### src/rtl/argmax_chunk_streamer_if.sv
// Handshake/bus bundle between the argmax chunk streamer and its controller/consumer.
// master drives start/hold/data_in; slave (the streamer) drives ready and the result strobe.
interface argmax_chunk_streamer_if #(
  parameter int unsigned WIDTH           = 8,
  parameter int unsigned CHUNK_SIZE      = 16,
  parameter int unsigned NUM_CHUNKS      = 4,
  parameter int unsigned IN_ARGMAX_WIDTH = 4,
  parameter int unsigned COUNT_WIDTH     = 2
);
  logic                                     start;
  logic                                     hold;
  logic [NUM_CHUNKS*CHUNK_SIZE*WIDTH-1:0]   data_in;
  logic                                     ready;
  logic                                     out_valid;
  logic signed [WIDTH-1:0]                  out_value;
  logic [IN_ARGMAX_WIDTH-1:0]               out_index;
  logic [COUNT_WIDTH-1:0]                   out_chunk;
  logic                                     done;

  modport master (
    output start, hold, data_in,
    input  ready, out_valid, out_value, out_index, out_chunk, done
  );

  modport slave (
    input  start, hold, data_in,
    output ready, out_valid, out_value, out_index, out_chunk, done
  );
endinterface

### src/rtl/argmax_chunk_streamer.sv
// Captures a wide signed vector and emits one chunk argmax (value, local index, chunk) per cycle.
// Optional macro ARGMAX_TIE_LAST_EN: ties resolve to the highest lane instead of the lowest.
module argmax_chunk_streamer #(
  parameter int unsigned WIDTH           = 8,
  parameter int unsigned CHUNK_SIZE      = 16,
  parameter int unsigned NUM_CHUNKS      = 4,
  parameter int unsigned IN_ARGMAX_WIDTH = 4,
  parameter int unsigned COUNT_WIDTH     = 2
) (
  input logic                    clk,
  input logic                    rst,
  argmax_chunk_streamer_if.slave bus
);
  localparam int unsigned ChunkBits = CHUNK_SIZE * WIDTH;
  localparam int unsigned VecBits   = NUM_CHUNKS * ChunkBits;

  localparam logic [1:0] StIdle   = 2'd0;
  localparam logic [1:0] StStream = 2'd1;
  localparam logic [1:0] StFinish = 2'd2;

  logic [1:0]                 state_q, state_d;
  logic [COUNT_WIDTH-1:0]     cnt_q, cnt_d;
  logic [VecBits-1:0]         data_q, data_d;
  logic                       ready_q, ready_d;
  logic                       valid_q, valid_d;
  logic signed [WIDTH-1:0]    value_q, value_d;
  logic [IN_ARGMAX_WIDTH-1:0] index_q, index_d;
  logic [COUNT_WIDTH-1:0]     chunk_q, chunk_d;
  logic                       done_q, done_d;

  logic [ChunkBits-1:0]       chunk_sel;
  logic signed [WIDTH-1:0]    lane_val;
  logic signed [WIDTH-1:0]    best_val;
  logic [IN_ARGMAX_WIDTH-1:0] best_idx;

  always_comb begin
    chunk_sel = data_q[ChunkBits-1:0];
    for (int unsigned c = 0; c < NUM_CHUNKS; c++) begin
      if (cnt_q == COUNT_WIDTH'(c)) begin
        chunk_sel = data_q[c*ChunkBits +: ChunkBits];
      end
    end
  end

  // Linear scan; the comparison operator alone decides which tied lane survives.
  always_comb begin
    best_val = chunk_sel[WIDTH-1:0];
    best_idx = '0;
    lane_val = '0;
    for (int unsigned l = 1; l < CHUNK_SIZE; l++) begin
      lane_val = chunk_sel[l*WIDTH +: WIDTH];
`ifdef ARGMAX_TIE_LAST_EN
      if (lane_val >= best_val) begin
`else
      if (lane_val > best_val) begin
`endif
        best_val = lane_val;
        best_idx = IN_ARGMAX_WIDTH'(l);
      end
    end
  end

  always_comb begin
    state_d = state_q;
    cnt_d   = cnt_q;
    data_d  = data_q;
    ready_d = ready_q;
    valid_d = valid_q;
    value_d = value_q;
    index_d = index_q;
    chunk_d = chunk_q;
    done_d  = done_q;
    case (state_q)
      StIdle: begin
        valid_d = 1'b0;
        done_d  = 1'b0;
        if (bus.start) begin
          data_d  = bus.data_in;
          cnt_d   = '0;
          ready_d = 1'b0;
          state_d = StStream;
        end
      end
      StStream: begin
        if (bus.hold) begin
          valid_d = 1'b0;
        end else begin
          value_d = best_val;
          index_d = best_idx;
          chunk_d = cnt_q;
          valid_d = 1'b1;
          cnt_d   = cnt_q + 1'b1;
          if (cnt_q == COUNT_WIDTH'(NUM_CHUNKS - 1)) begin
            state_d = StFinish;
          end
        end
      end
      StFinish: begin
        valid_d = 1'b0;
        done_d  = 1'b1;
        ready_d = 1'b1;
        state_d = StIdle;
      end
      default: begin
        state_d = StIdle;
      end
    endcase
  end

  always_ff @(posedge clk or posedge rst) begin
    if (rst) begin
      state_q <= StIdle;
      cnt_q   <= '0;
      data_q  <= '0;
      ready_q <= 1'b1;
      valid_q <= 1'b0;
      value_q <= '0;
      index_q <= '0;
      chunk_q <= '0;
      done_q  <= 1'b0;
    end else begin
      state_q <= state_d;
      cnt_q   <= cnt_d;
      data_q  <= data_d;
      ready_q <= ready_d;
      valid_q <= valid_d;
      value_q <= value_d;
      index_q <= index_d;
      chunk_q <= chunk_d;
      done_q  <= done_d;
    end
  end

  assign bus.ready     = ready_q;
  assign bus.out_valid = valid_q;
  assign bus.out_value = value_q;
  assign bus.out_index = index_q;
  assign bus.out_chunk = chunk_q;
  assign bus.done      = done_q;
endmodule

### src/flat_wrapper.sv
// flat-port wrapper written by rule: the top's interface ports become plain ports
module argmax_chunk_streamer_flat 
#(
  parameter int unsigned WIDTH           = 8,
  parameter int unsigned CHUNK_SIZE      = 16,
  parameter int unsigned NUM_CHUNKS      = 4,
  parameter int unsigned IN_ARGMAX_WIDTH = 4,
  parameter int unsigned COUNT_WIDTH     = 2
)
  (clk, rst, bus_start, bus_hold, bus_data_in, bus_ready, bus_out_valid, bus_out_value, bus_out_index, bus_out_chunk, bus_done);
  argmax_chunk_streamer_if #(.WIDTH(WIDTH), .CHUNK_SIZE(CHUNK_SIZE), .NUM_CHUNKS(NUM_CHUNKS), .IN_ARGMAX_WIDTH(IN_ARGMAX_WIDTH), .COUNT_WIDTH(COUNT_WIDTH)) bus_i ();
  input logic clk;
  input logic rst;
  input wire logic [$bits(bus_i.start)-1:0] bus_start;
  input wire logic [$bits(bus_i.hold)-1:0] bus_hold;
  input wire logic [$bits(bus_i.data_in)-1:0] bus_data_in;
  output wire logic [$bits(bus_i.ready)-1:0] bus_ready;
  output wire logic [$bits(bus_i.out_valid)-1:0] bus_out_valid;
  output wire logic [$bits(bus_i.out_value)-1:0] bus_out_value;
  output wire logic [$bits(bus_i.out_index)-1:0] bus_out_index;
  output wire logic [$bits(bus_i.out_chunk)-1:0] bus_out_chunk;
  output wire logic [$bits(bus_i.done)-1:0] bus_done;
  assign bus_i.start = bus_start;
  assign bus_i.hold = bus_hold;
  assign bus_i.data_in = bus_data_in;
  assign bus_ready = bus_i.ready;
  assign bus_out_valid = bus_i.out_valid;
  assign bus_out_value = bus_i.out_value;
  assign bus_out_index = bus_i.out_index;
  assign bus_out_chunk = bus_i.out_chunk;
  assign bus_done = bus_i.done;
  argmax_chunk_streamer #(.WIDTH(WIDTH), .CHUNK_SIZE(CHUNK_SIZE), .NUM_CHUNKS(NUM_CHUNKS), .IN_ARGMAX_WIDTH(IN_ARGMAX_WIDTH), .COUNT_WIDTH(COUNT_WIDTH)) u_core (.clk(clk), .rst(rst), .bus(bus_i));
endmodule
### config.mk
export PLATFORM = sky130hd
export DESIGN_NAME = argmax_chunk_streamer_flat
export DESIGN_NICKNAME = d
export VERILOG_FILES = /design/src/rtl/argmax_chunk_streamer_if.sv /design/src/rtl/argmax_chunk_streamer.sv /design/src/flat_wrapper.sv
export SDC_FILE = /design/constraint.sdc
export NUM_CORES = 1
export LEC_CHECK = 0
export BUFFER_PORTS_ARGS = -buffer_cell sky130_fd_sc_hd__buf_2
export CAP_MARGIN = 20
export CORE_MARGIN = 3
export CORE_UTILIZATION = 40
export DETAILED_ROUTE_END_ITERATION = 10
export GPL_TIMING_DRIVEN = 0
export RECOVER_POWER = 50
export SETUP_SLACK_MARGIN = 0.2
export SLEW_MARGIN = 40
export SYNTH_ARGS = -nofsm -noshare
export SYNTH_HDL_FRONTEND = slang
export SYNTH_SLANG_ARGS = --single-unit
### constraint.sdc
create_clock -name clk -period 31.6 [get_ports clk]
set_input_delay 6.32 -clock clk [delete_from_list [all_inputs] [get_ports clk]]
set_output_delay 6.32 -clock clk [all_outputs]
set_load 0.01 [all_outputs]
; ---- Word level (Yosys, flattened, before mapping)
; Cells that the tools add are included.
[classes]
n_eq_ne = 8
addsub = 1
magnitude_cmp = 15
n_div = 0
shift = 0
n_reduce_logical = 10
multipliers = 0
n_bitwise = 1
mux = 45
[op_table]
columns = cell, n
row1 = 2-to-1 mux 128 bit, 3
row2 = greater-than comparator 8 bit, 15
row3 = 2-to-1 mux 8 bit, 15
row4 = 2-to-1 mux 4 bit, 8
row5 = 2-to-1 mux 2 bit, 7
row6 = 2-to-1 mux 3 bit, 4
row7 = case mux 2 bit (2 select lines), 2
row8 = "equality test 2 bit, second input constant", 3
row9 = case mux 1 bit (2 select lines), 3
row10 = AND reduction 2 bit, 3
row11 = AND reduction 3 bit, 2
row12 = nonzero test 2 bit, 3
row13 = "equality test 2 x 1 -> 1 bit, second input constant", 2
row14 = "inequality test 2 bit, second input constant", 2
row15 = 2-to-1 mux 1 bit, 3
row16 = "adder 2 x 1 -> 2 bit, second input constant", 1
row17 = zero test 2 bit, 1
row18 = "inequality test 2 x 1 -> 1 bit, second input constant", 1
row19 = OR reduction 2 bit, 1
row20 = NOT 1 bit, 1
[word_totals]
mem_bits_ro = 0
word_cells = 89
out_inout_bits = 17
ff_bits = 533
latchBits = 0
input_bits = 516
memories = 0
mem_bits_rw = 0

; ---- Longest topological paths before layout
[depth]
word_depth = 34
depth_mapped = 166
mapped_depth_nobuf = 150

; ---- Least setup slack after synthesis
; OpenSTA, ideal clock, no wires.
[synth_timing]
path_kind = reg2reg
start = register u_core.cnt_q[1]
end = register u_core.value_q[1], in the netlist u_core.bus.out_value[1]
required_ns = 31.479
synth_period_minus_slack_ns = 30.823
setup_time_ns = 0.121
path_slack_ns = 0.777
n_path_buf = 18
stages_incl_launch_ff = 153
arrival_ns = 30.702
path_cell_list = dfrtp_1 inv_1 ha_1 buf_2 buf_1 buf_1 clkbuf_1 clkbuf_1 mux2i_1 nor2_1 a21oi_1 o21ai_0 ha_1 a21oi_1 clkinv_1 o21a_1 nor2_1 clkbuf_1 (+117 left out) and2_1 a32o_1 inv_1 a21boi_0 or2_1 ha_1 nor2b_1 o21a_1 o21ai_0 nand2b_1 a21oi_1 nor2b_1 o21ai_0 a21oi_1 a21oi_1 clkbuf_1 o21ai_0 a22o_1
[synth_via]
elab_chain_cells = 34
elab_cells_between_ends = 36
cone_classes = order compare: 15 / eq/ne: 3 / mux: 18
[synth_rtl]
columns = element, line_no
row1 = start: declaration, argmax_chunk_streamer.sv:22  ; logic [COUNT_WIDTH-1:0] cnt_q, cnt_d;
row2 = start signal: assignment, argmax_chunk_streamer.sv:123  ; cnt_q <= cnt_d;
row3 = equality test 2 x 1 -> 1 bit, argmax_chunk_streamer.sv:39  ; if (cnt_q == COUNT_WIDTH'(c)) begin
row4 = 2-to-1 mux 128 bit (2 in a row), argmax_chunk_streamer.sv:39
row5 = 2-to-1 mux 128 bit *, argmax_chunk_streamer.sv:39
row6 = greater-than comparator 8 bit, argmax_chunk_streamer.sv:55  ; if (lane_val > best_val) begin
row7 = 2-to-1 mux 8 bit, argmax_chunk_streamer.sv:55
row8 = greater-than comparator 8 bit, argmax_chunk_streamer.sv:55
row9 = 2-to-1 mux 8 bit, argmax_chunk_streamer.sv:55
row10 = greater-than comparator 8 bit, argmax_chunk_streamer.sv:55
row11 = (+17 left out), n/a
row12 = greater-than comparator 8 bit, argmax_chunk_streamer.sv:55
row13 = 2-to-1 mux 8 bit, argmax_chunk_streamer.sv:55
row14 = greater-than comparator 8 bit, argmax_chunk_streamer.sv:55
row15 = 2-to-1 mux 8 bit, argmax_chunk_streamer.sv:55
row16 = greater-than comparator 8 bit, argmax_chunk_streamer.sv:55
row17 = 2-to-1 mux 8 bit, argmax_chunk_streamer.sv:55
row18 = greater-than comparator 8 bit, argmax_chunk_streamer.sv:55
row19 = 2-to-1 mux 8 bit *, argmax_chunk_streamer.sv:55
row20 = end signal: assignment, argmax_chunk_streamer.sv:127  ; value_q <= value_d;
row21 = end: declaration, argmax_chunk_streamer.sv:26  ; logic signed [WIDTH-1:0] value_q, value_d;
; Mark *: on every way between the ends. The rest lies on a longest branch, timed or not.
; A chain may end at the register's enable or synchronous reset.

; ---- Final worst setup path
[layout_timing]
start = register u_core.cnt_q[0]
end = register u_core.value_q[2], in the netlist u_core.bus.out_value[2]
; The elaborated chain is that of the path after synthesis.

==> impl_metrics.ini <==
[clock_tree]
clk_pin_slew_worst_paths_ns = 0.06
root_buffer = clkbuf_16
postCtsHoldBufs = 0
cts.sinks = 533
clockBufferDepth = 3
cts_tree = yes
cts_buffers = 60
htree_num_levels = 2
insertion_delay_ns = 0.62

[route]
vias_per_cell = 5.392
drt-initial-drc-count = 1479
wirelength_mm = 97.84
drtAntennaViolNets = 0
drc_errors = 0
routed-via-count = 23570
wire_per_inst_um = 22.38
dr.pass1.iters = 5

[run_status]
violations = max-capacitance violations, max-slew violations
status = finished with violations

[timing]
setup_viol = 0
fmax_ghz = 0.03377
fin_skew_ns = 0.02140
hold_violations = 0
timing.final.max_slew_violations = 552
fin_crit_ns = 29.61
worst_slew_pin_slew_ns = 3.900
worst_hold_slack_ns = 0.4695
period_share_pct = 93.70
slew_headroom_pct = -160.0
rsz0062_at_grt = false

[synth]
synth_fa_ha_area_share_pct = 4.254
ys_warn_count = 0
synth_compound_area_share_pct = 12.60
syn-num-nets = 3334
synth-edff-count = 0
synth-xor-area-share_pct = 0.3580
yosysSeqAreaShare_pct = 45.44
synth_ff_type = dfrtp_1
syn_inst = 2720
synth_cell_types = 92
synth.cell_area_mm2 = 0.02936
avgSynthCellArea_um2 = 10.79
async_flop_share_pct = 100.0
yosys.area_share.simple_pct = 9.300
synth_mux_area_share_pct = 25.22
synth_top_family_by_area = multiplexers
synth-seq-cells = 533

[setup_path]
endpoint = u_core.bus.out_value[2]$_DFFE_PP0P_
cp_slowest_cell = dfrtp_2
r2r_start = u_core.cnt_q[0]$_DFFE_PP0P_
end_kind = flop
r2r_cells = 157
regToRegSetupSlack_ns = 1.99
start_kind = flop
worstReg2RegEnd = u_core.bus.out_value[2]$_DFFE_PP0P_
cp_data_required_time_ns = 32.09
crit_type = flop to flop
cpPeakStageDelay_ns = 0.45
path_max_fanout = 10
crit_path_frequent_cell = ha_1
startpoint = u_core.cnt_q[0]$_DFFE_PP0P_
arrival_ns = 30.10

[floorplan]
start_util_pct = 40.72
die_x_um = 276.9
io_pins = 533
core_mm2 = 0.07210
die-area_mm2 = 0.07668
die_y_um = 276.9
fp-row-count = 98

[finish]
synthToLayoutAreaGrowth_pct = 24.17
post-route-util_pct = 50.56
final_nets = 3970
instances_no_fill = 4371
layout-drive-gt1-share_pct = 40.94

[placement]
hpwl_mm = 75.50
numPortBuffers = 532
place.gp.congestion = 0.9058
placedCellCount = 4213

[global_route]
track_usage_pct = 24.53
grt_pass1_vias = 24110
antenna_found_initial = 28
grt_pass1_wl_mm = 145.2
grt_max_degree = 70
grt_overflow_total = 0

[min_path]
hold_depth = 2
hp-class = flop to flop

[job]
cap_violations = 10
-- worst min path at each step --
stage / end / slack, ns / start
4_1_cts: u_core.bus.ready$_DFFE_PP1P_ / 0.47 / u_core.bus.ready$_DFFE_PP1P_
3_3_place_gp: u_core.bus.ready$_DFFE_PP1P_ / 0.45 / u_core.bus.ready$_DFFE_PP1P_
3_5_place_dp: u_core.bus.ready$_DFFE_PP1P_ / 0.46 / u_core.bus.ready$_DFFE_PP1P_
6_report: u_core.bus.ready$_DFFE_PP1P_ / 0.47 / u_core.bus.ready$_DFFE_PP1P_
2_1_floorplan: u_core.bus.ready$_DFFE_PP1P_ / 0.46 / u_core.bus.ready$_DFFE_PP1P_
5_1_grt: u_core.bus.ready$_DFFE_PP1P_ / 0.49 / u_core.bus.ready$_DFFE_PP1P_
-- cell usage in the layout (no fill, tap or decap), types with 24 or more instances in the layout --
cell type    n
a21oi_1    204
clkbuf_16   61
buf_4       36
mux2i_1    135
nor2_1     206
nand3_1     31
o21ai_0    116
mux2_2     519
clkbuf_1   100
ha_1        95
nor2b_1     37
a21oi_2     24
inv_1       65
dfrtp_1    531
buf_2      534
nand2_1    183
-- area by class of cell --
| type | count | area (um^2) |
|---|---|---|
| Tap cell | 950 | 1189 |
| Multi-Input combinational cell | 1968 | 15770 |
| Inverter | 71 | 267.8 |
| Sequential cell | 533 | 13340 |
| Clock buffer | 91 | 1789 |
| Clock inverter | 20 | 220.2 |
| Antenna cell | 16 | 40.04 |
| Buffer | 148 | 865.8 |
| Fill cell | 6700 | 35650 |
| Timing Repair Buffer | 574 | 2965 |
-- Yosys cell counts, drive strengths merged (4+ instances only) --
library cell | n | area, um^2
inv | 70 | 262.8
o211a | 5 | 50.05
o31ai | 19 | 152.6
o21ai | 148 | 744.5
o311ai | 4 | 50.05
dfrtp | 532 | 13310
a221oi | 8 | 105.1
xnor2 | 9 | 78.83
o211ai | 14 | 105.1
a22o | 5 | 43.79
and3 | 18 | 112.6
nand2b | 21 | 131.4
nand3 | 33 | 165.2
and2 | 14 | 87.58
o221a | 5 | 56.30
a211oi | 27 | 220.2
mux2 | 524 | 5904
o21bai | 7 | 56.30
o221ai | 11 | 108.9
or3 | 10 | 62.56
a21boi | 5 | 37.54
a31oi | 20 | 125.1
o21a | 11 | 82.58
a2111oi | 7 | 73.82
a21o | 10 | 75.07
o31a | 14 | 122.6
a21oi | 229 | 1154
ha | 98 | 1226
buf | 27 | 108.9
nor3 | 15 | 91.34
o2111ai | 4 | 35.03
nand2 | 185 | 694.4
nor2b | 38 | 237.7
nand4 | 13 | 81.33
mux2i | 149 | 1499
clkbuf | 121 | 454.2
nor2 | 215 | 812.0
or2 | 20 | 125.1
-- through the flow --
| stage | worst slack [ns] | setup TNS [ns] | area (um^2) |
|---|---|---|---|
| floorplan | 0.7769 | 0 | 29360 |
| global placement | -7.875 | -93.07 | 33210 |
| detailed placement | -6.416 | -75.66 | 33550 |
| CTS | 0.2093 | 0 | 36050 |
| global route | 0.1028 | 0 | 36430 |
| finish | 1.990 | 0 | 36450 |
-- kinds of logic after synthesis --
kind of cell | after synthesis
AO/OA/AOI/OAI | 585
adder cells (fa/ha/maj) | 100
XOR/XNOR | 12
AND/OR/NAND/NOR | 598
flip-flops | 533
buffers and inverters | 219
multiplexers | 673
-- per-layer routing --
metal	part of all wire [%]	vias up	GRT usage, %
met3	5.3	131	4.114
li1	-	11140	-
met5	0.13	-	0
met1	44	11730	32.92
met2	48	547	41.72
met4	1.9	18	5.321
-- critical path, delay by kind of cell (launching register included) --
family | cells | cell delay [ns]
flops | 1 | 0.45
buf+inv | 25 | 4.25
compound gates | 60 | 10.86
simple gates | 51 | 8.09
mux | 5 | 1.10
fa+ha+maj | 16 | 4.64
-- repair_timing --
action                     CTS  global route
resized for setup          131           134
buffers inserted            10            21
setup endpoints to repair   12            12
pin swaps                    6            18
-- sequential cells by signal, summed over array words and instances, names as in the netlist, 2 cells and up --
register and cells:
u_core.cnt_q 2, u_core.bus.out_value 8, u_core.state_q 2, u_core.data_q 512, u_core.bus.out_chunk 2, u_core.bus.out_index 4
Power is left out: the tool's default activity adds up to more than one toggle a clock period on the data nets, which glitch-free logic cannot reach.
